**src/rtl/instr_fetch_if.sv**
```systemverilog
// instr_fetch_if: instruction-memory request/response and decode-side handshake bundle
// FETCH_MISALIGN_CHK_EN adds the id_misaligned flag toward decode
interface instr_fetch_if #(parameter int XLEN = 32);
  logic            imem_req_valid;
  logic            imem_req_ready;
  logic [XLEN-1:0] imem_req_addr;
  logic            imem_rsp_valid;
  logic [XLEN-1:0] imem_rsp_data;
  logic            id_valid;
  logic            id_ready;
  logic [XLEN-1:0] id_pc;
  logic [XLEN-1:0] id_instr;
`ifdef FETCH_MISALIGN_CHK_EN
  logic            id_misaligned;
  modport master (output imem_req_valid, imem_req_addr, id_valid, id_pc, id_instr, id_misaligned,
                  input imem_req_ready, imem_rsp_valid, imem_rsp_data, id_ready);
  modport slave (input imem_req_valid, imem_req_addr, id_valid, id_pc, id_instr, id_misaligned,
                 output imem_req_ready, imem_rsp_valid, imem_rsp_data, id_ready);
`else
  modport master (output imem_req_valid, imem_req_addr, id_valid, id_pc, id_instr,
                  input imem_req_ready, imem_rsp_valid, imem_rsp_data, id_ready);
  modport slave (input imem_req_valid, imem_req_addr, id_valid, id_pc, id_instr,
                 output imem_req_ready, imem_rsp_valid, imem_rsp_data, id_ready);
`endif
endinterface

```
**src/rtl/instr_fetch_unit.sv**
```systemverilog
// instr_fetch_unit: in-order fetch queue pairing memory responses with their PCs for decode
// FETCH_MISALIGN_CHK_EN: issue addresses as-is and flag misaligned PCs on id_misaligned
module instr_fetch_unit #(
  parameter int DEPTH = 2,
  parameter int XLEN  = 32
) (
  input  logic            clk,
  input  logic            rst_n,
  input  logic [XLEN-1:0] pc_current,
  output logic            pc_en,
  input  logic            flush,
  instr_fetch_if.master   bus
);
  localparam int PW = $clog2(DEPTH);
  localparam int CW = $clog2(DEPTH + 1);
  localparam logic [PW:0] FULL = (PW+1)'(DEPTH);
  logic [PW-1:0] alloc_ptr, fill_ptr, rd_ptr;
  logic [PW:0] occ, in_flight;
  logic [CW-1:0] discard_cnt;
  logic [PW+1:0] discard_sum;
  logic [DEPTH-1:0] filled;
  logic [XLEN-1:0] pc_q [DEPTH];
  logic [XLEN-1:0] instr_q [DEPTH];
  logic req_fire, rsp_fill, rsp_drop, id_fire;
  assign bus.imem_req_valid = rst_n && !flush && occ < FULL;
  assign req_fire = bus.imem_req_valid && bus.imem_req_ready;
  assign pc_en = rst_n && (req_fire || flush);
  assign rsp_fill = bus.imem_rsp_valid && discard_cnt == '0;
  assign rsp_drop = bus.imem_rsp_valid && discard_cnt != '0;
  assign bus.id_valid = filled[rd_ptr] && !flush;
  assign bus.id_pc = pc_q[rd_ptr];
  assign bus.id_instr = instr_q[rd_ptr];
  assign id_fire = bus.id_valid && bus.id_ready;
  // in-flight fetches become discards; a response landing this cycle retires one of them
  assign discard_sum = (PW+2)'(in_flight) + (PW+2)'(discard_cnt) - (PW+2)'(bus.imem_rsp_valid);
`ifdef FETCH_MISALIGN_CHK_EN
  logic [DEPTH-1:0] mis_q;
  assign bus.imem_req_addr = rst_n ? pc_current : '0;
  assign bus.id_misaligned = mis_q[rd_ptr];
  always_ff @(posedge clk or negedge rst_n)
    if (!rst_n) mis_q <= '0;
    else if (req_fire) mis_q[alloc_ptr] <= pc_current[1:0] != 2'b00;
`else
  assign bus.imem_req_addr = rst_n ? {pc_current[XLEN-1:2], 2'b00} : '0;
`endif
  always_ff @(posedge clk or negedge rst_n) begin
    if (!rst_n) begin
      alloc_ptr <= '0;
      fill_ptr <= '0;
      rd_ptr <= '0;
      occ <= '0;
      in_flight <= '0;
      discard_cnt <= '0;
      filled <= '0;
      pc_q <= '{default: '0};
      instr_q <= '{default: '0};
    end else if (flush) begin
      alloc_ptr <= '0;
      fill_ptr <= '0;
      rd_ptr <= '0;
      occ <= '0;
      in_flight <= '0;
      filled <= '0;
      discard_cnt <= CW'(discard_sum);
    end else begin
      if (req_fire) begin
        pc_q[alloc_ptr] <= pc_current;
        filled[alloc_ptr] <= 1'b0;
        alloc_ptr <= alloc_ptr + PW'(1);
      end
      if (rsp_fill) begin
        instr_q[fill_ptr] <= bus.imem_rsp_data;
        filled[fill_ptr] <= 1'b1;
        fill_ptr <= fill_ptr + PW'(1);
      end
      if (rsp_drop) discard_cnt <= discard_cnt - CW'(1);
      if (id_fire) begin
        filled[rd_ptr] <= 1'b0;
        rd_ptr <= rd_ptr + PW'(1);
      end
      occ <= occ + (PW+1)'(req_fire) - (PW+1)'(id_fire);
      in_flight <= in_flight + (PW+1)'(req_fire) - (PW+1)'(rsp_fill);
    end
  end
`ifndef SYNTHESIS
  assert property (@(posedge clk) disable iff (!rst_n)
    bus.imem_rsp_valid |-> (in_flight != '0 || discard_cnt != '0));
  assert property (@(posedge clk) disable iff (!rst_n)
    bus.id_valid && !bus.id_ready |=> bus.id_valid || flush);
`endif
endmodule

```
**src/flat_wrapper.sv**
```systemverilog
// flat-port wrapper written by rule: the top's interface ports become plain ports
module instr_fetch_unit_flat 
#(
  parameter int DEPTH = 2,
  parameter int XLEN  = 32
)
  (clk, rst_n, pc_current, pc_en, flush, bus_imem_req_valid, bus_imem_req_addr, bus_id_valid, bus_id_pc, bus_id_instr, bus_imem_req_ready, bus_imem_rsp_valid, bus_imem_rsp_data, bus_id_ready);
  instr_fetch_if #(.XLEN(XLEN)) bus_i ();
  input  logic clk;
  input  logic rst_n;
  input  logic [XLEN-1:0] pc_current;
  output logic pc_en;
  input  logic flush;
  output wire logic [$bits(bus_i.imem_req_valid)-1:0] bus_imem_req_valid;
  output wire logic [$bits(bus_i.imem_req_addr)-1:0] bus_imem_req_addr;
  output wire logic [$bits(bus_i.id_valid)-1:0] bus_id_valid;
  output wire logic [$bits(bus_i.id_pc)-1:0] bus_id_pc;
  output wire logic [$bits(bus_i.id_instr)-1:0] bus_id_instr;
  input wire logic [$bits(bus_i.imem_req_ready)-1:0] bus_imem_req_ready;
  input wire logic [$bits(bus_i.imem_rsp_valid)-1:0] bus_imem_rsp_valid;
  input wire logic [$bits(bus_i.imem_rsp_data)-1:0] bus_imem_rsp_data;
  input wire logic [$bits(bus_i.id_ready)-1:0] bus_id_ready;
  assign bus_imem_req_valid = bus_i.imem_req_valid;
  assign bus_imem_req_addr = bus_i.imem_req_addr;
  assign bus_id_valid = bus_i.id_valid;
  assign bus_id_pc = bus_i.id_pc;
  assign bus_id_instr = bus_i.id_instr;
  assign bus_i.imem_req_ready = bus_imem_req_ready;
  assign bus_i.imem_rsp_valid = bus_imem_rsp_valid;
  assign bus_i.imem_rsp_data = bus_imem_rsp_data;
  assign bus_i.id_ready = bus_id_ready;
  instr_fetch_unit #(.DEPTH(DEPTH), .XLEN(XLEN)) u_core (.clk(clk), .rst_n(rst_n), .pc_current(pc_current), .pc_en(pc_en), .flush(flush), .bus(bus_i));
endmodule
```
**config.mk**
```make
export PLATFORM = sky130hd
export DESIGN_NAME = instr_fetch_unit_flat
export DESIGN_NICKNAME = d
export VERILOG_FILES = /design/src/rtl/instr_fetch_if.sv /design/src/rtl/instr_fetch_unit.sv /design/src/flat_wrapper.sv
export SDC_FILE = /design/constraint.sdc
export NUM_CORES = 1
export LEC_CHECK = 0
export ABC_CLOCK_PERIOD_IN_PS = 1820
export CAP_MARGIN = 25
export CORE_MARGIN = 2
export CORE_UTILIZATION = 30
export DETAILED_ROUTE_END_ITERATION = 16
export GPL_TIMING_DRIVEN = 1
export PLACE_DENSITY_LB_ADDON = 0.08
export SKIP_CTS_REPAIR_TIMING = 1
export SYNTH_ARGS = -nofsm -noshare
export SYNTH_HDL_FRONTEND = slang
export SYNTH_SLANG_ARGS = --single-unit
```
**constraint.sdc**
```tcl
create_clock -name clk -period 1.82 [get_ports clk]
set_clock_uncertainty 0.2 [all_clocks]
set_input_delay 0.364 -clock clk [delete_from_list [all_inputs] [get_ports clk]]
set_output_delay 0.364 -clock clk [all_outputs]
set_load 0.005 [all_outputs]
```
==> results.json <==
{
  "cts_tree": "built",
  "netlist.area_leader.share": 0.528,
  "final_common_cell": "dfrtp_1",
  "numCtsBuffers": 17,
  "htreeDepth": 4,
  "layout-drive-gt1-share": 0.556,
  "grt_max_degree": 47,
  "first_iter_violations": 96,
  "clkSinkCount": 139,
  "die_h_um": 152,
  "crit_family": "buffers and inverters",
  "syn2layout_area_growth_pct": 61.8,
  "failed_checks": "setup timing",
  "worst_setup_path_start_kind": "register",
  "overflow": 0,
  "vias_per_cell": 4.50,
  "critPathMaxStageDelay_ns": 0.50,
  "synth_fa_ha_area_frac": 0.0133,
  "cts_buffer_depth": 2,
  "slowest_stage": "dfrtp_4",
  "ys_types": 34,
  "timing.max_cap.violations": 0,
  "routed_wl_um": 18100,
  "dr.pass1.iters": 4,
  "nets": 811,
  "num_rows": 54,
  "avgSynthCellArea_um2": 14.6,
  "rsz0062_at_grt": "yes",
  "drc": 0,
  "die-area_mm2": 0.0232,
  "critical_path_arrival_ns": 1.81,
  "fillerInstances": 1937,
  "pre_cts_ws_ns": -0.464,
  "fin_setup_tns_ns": -55.42,
  "cp-end-kind": "output pin",
  "wire_per_inst_um": 17.6,
  "clockRootBuffer": "clkbuf_16",
  "period_needed_ns": 2.38,
  "syn_area_mm2": 0.00659,
  "synthMuxAreaShare": 0.348,
  "synth_top_family_by_area": "multiplexers",
  "mostFrequentLayoutCells": "137 x dfrtp_1, 101 x mux2_2, 91 x mux2_4",
  "grt_pass1_vias": 4705,
  "vdd.ir_drop.worst_mv": 0.615,
  "hold_viol": 0,
  "hold-worst-slack_ns": 0.0780,
  "synthXorXnorAreaFrac": 0.0120,
  "timing.final.crit_share": 1.31,
  "crit_fanout": 6,
  "clk_latency_ns": 0.41,
  "p_leak_nw": 5.61,
  "coreArea_mm2": 0.0217,
  "slew_viol_final": 0,
  "clkTransAtPathRegs_ns": 0.06,
  "vias": 4627,
  "worstMarginPinSlew_ns": 0.611,
  "num_io_pins": 169,
  "start_util": 0.304,
  "grt_first_pass_wirelength_um": 25300,
  "dpl_cell_area_mm2": 0.00912,
  "finalSetupViolations": 170,
  "synth-simple-area-share": 0.0570,
  "port_buffers": 166,
  "critical_path_class": "reg -> out",
  "grt_usage": 0.137,
  "antenna_found_initial": 0,
  "gp_congestion": 0.707,
  "die_w_um": 152,
  "fmax_ghz": 0.421,
  "finalWorstSetupSlack_ns": -0.556,
  "path_cells": "buf_8, buf_12, buf_6, buf_6, mux2_4, buf_6",
  "p_per_area_mw_per_mm2": 1210,
  "ys_seq_area_frac": 0.528,
  "synth_compound_area_frac": 0.00931,
  "worstPathRequired_ns": 1.26,
  "crit_path_frequent_cell": "buf_6",
  "synth_area_leaders": "dfrtp_1 53%, mux2_2 27%, mux2_4 6.8%",
  "synthesis.instances": 452,
  "yosys.area.top_type": "dfrtp_1",
  "dp_hpwl_um": 10800,
  "synth-seq-cells": 139,
  "yosys_warnings": 0,
  "outcome": "complete, but fails checks",
  "min-delay-path-class": "in -> reg",
  "reg2reg_slack_ns": -0.25,
  "crit_buf_inv": 5,
  "final_cell_area_mm2": 0.0107,
  "ant_nets": 0,
  "slew_headroom": 0.593
}
## stage by stage
| stage | total power [mW] | utilization | instances |
|---|---|---|---|
| detailed placement | 9.15 | 0.420 | 946 |
| global route | 13.7 | 0.491 | 1027 |
| global placement | 9.00 | 0.420 | 946 |
| CTS | 12.7 | 0.447 | 978 |
| finish | 12.9 | 0.491 | 1028 |
| floorplan | 6.87 | - | 453 |
## report_power, final
| group | switching (mW) | total, mW | internal [mW] |
|---|---|---|---|
| clock network | 1.44 | 3.43 | 1.99 |
| registers | 0.572 | 4.73 | 4.15 |
| logic | 1.56 | 4.78 | 3.22 |
| total | 3.57 | 12.9 | 9.36 |
## area by class of cell
| type | instances | area, um2 | share of cell area |
|---|---|---|---|
| multi-input combinational | 277 | 3220 | 0.302 |
| tap | 280 | 350 | 0.0329 |
| inverter | 10 | 40.0 | 0.00376 |
| timing repair buffer | 289 | 2970 | 0.279 |
| clock inverter | 13 | 130 | 0.0122 |
| antenna | 1 | 2.50 | 0.000235 |
| clock buffer | 19 | 453 | 0.0425 |
| sequential | 139 | 3480 | 0.327 |
## cells in the mapped netlist
cell and instances:
nand4b_2 1, nand3_1 1, inv_1 9, mux2_4 30, mux2i_1 2, ha_1 7, buf_2 12, nand2b_1 2
nand2_4 1, or2_2 1, clkbuf_1 4, dfrtp_1 139, a21oi_1 3, nor3_4 1, nand2_1 4, nand4bb_4 1
a211oi_1 2, o21a_1 1, a31o_2 1, buf_4 8, nor2_4 1, and2_1 30, xnor2_1 7, nand3b_1 1
conb_1 1, mux2_2 160, inv_2 1, nor2_1 5, xor2_1 2, buf_6 3, o21ai_0 3, nor3b_1 3
nor2b_1 3, mux2_1 2
## path summary, 6_finish.rpt
path                            depth (start not counted)                      startpoint                        endpoint
worst max-delay path                                    6       u_core.rd_ptr$_DFFE_PN0P_                   bus_id_pc[29]
worst min-delay path                                    3                           flush    u_core.alloc_ptr$_DFFE_PN0N_
worst max register to register                          7       u_core.rd_ptr$_DFFE_PN0P_         u_core.occ[0]$_DFF_PN0_
worst min register to register                          1  u_core.instr_q[22]$_DFFE_PN0P_  u_core.instr_q[22]$_DFFE_PN0P_
max in group asynchronous                               5                           rst_n       u_core.rd_ptr$_DFFE_PN0P_
min in group asynchronous                               3                           rst_n     u_core.pc_q[31]$_DFFE_PN0P_
## worst register-to-register path, stage by stage (launching register included)
cell and delay, ns:
dfrtp_4 0.50, buf_8 0.17, mux2i_4 0.20, nor3b_2 0.23, ha_1 0.27, inv_1 0.06
ha_1 0.22, nor2b_1 0.13
## metal layers
layer	part of all wire	wire (um)	track usage
met2	0.49	8830	0.215
met4	0.0062	112	0.0365
met3	0.063	1150	0.0538
met5	0	0	0
met1	0.44	8020	0.177
## flip-flops by register name, indices dropped and copies added (netlist names)
name / count
u_core.instr_q: 64
u_core.pc_q: 64
u_core.discard_cnt: 2
u_core.filled: 2
u_core.in_flight: 2
u_core.occ: 2
u_core.alloc_ptr: 1
u_core.fill_ptr: 1
u_core.rd_ptr: 1
## kinds of logic after synthesis
logic type	after synthesis
muxes	194
DFF	139
and+or+nand+nor	55
buffers and inverters	37
AOI/OAI and AO/OA	10
xor gates and xnor gates	9
adders and majority gates	7
other	1
No activity file was read; power rests on OpenSTA's default activity.
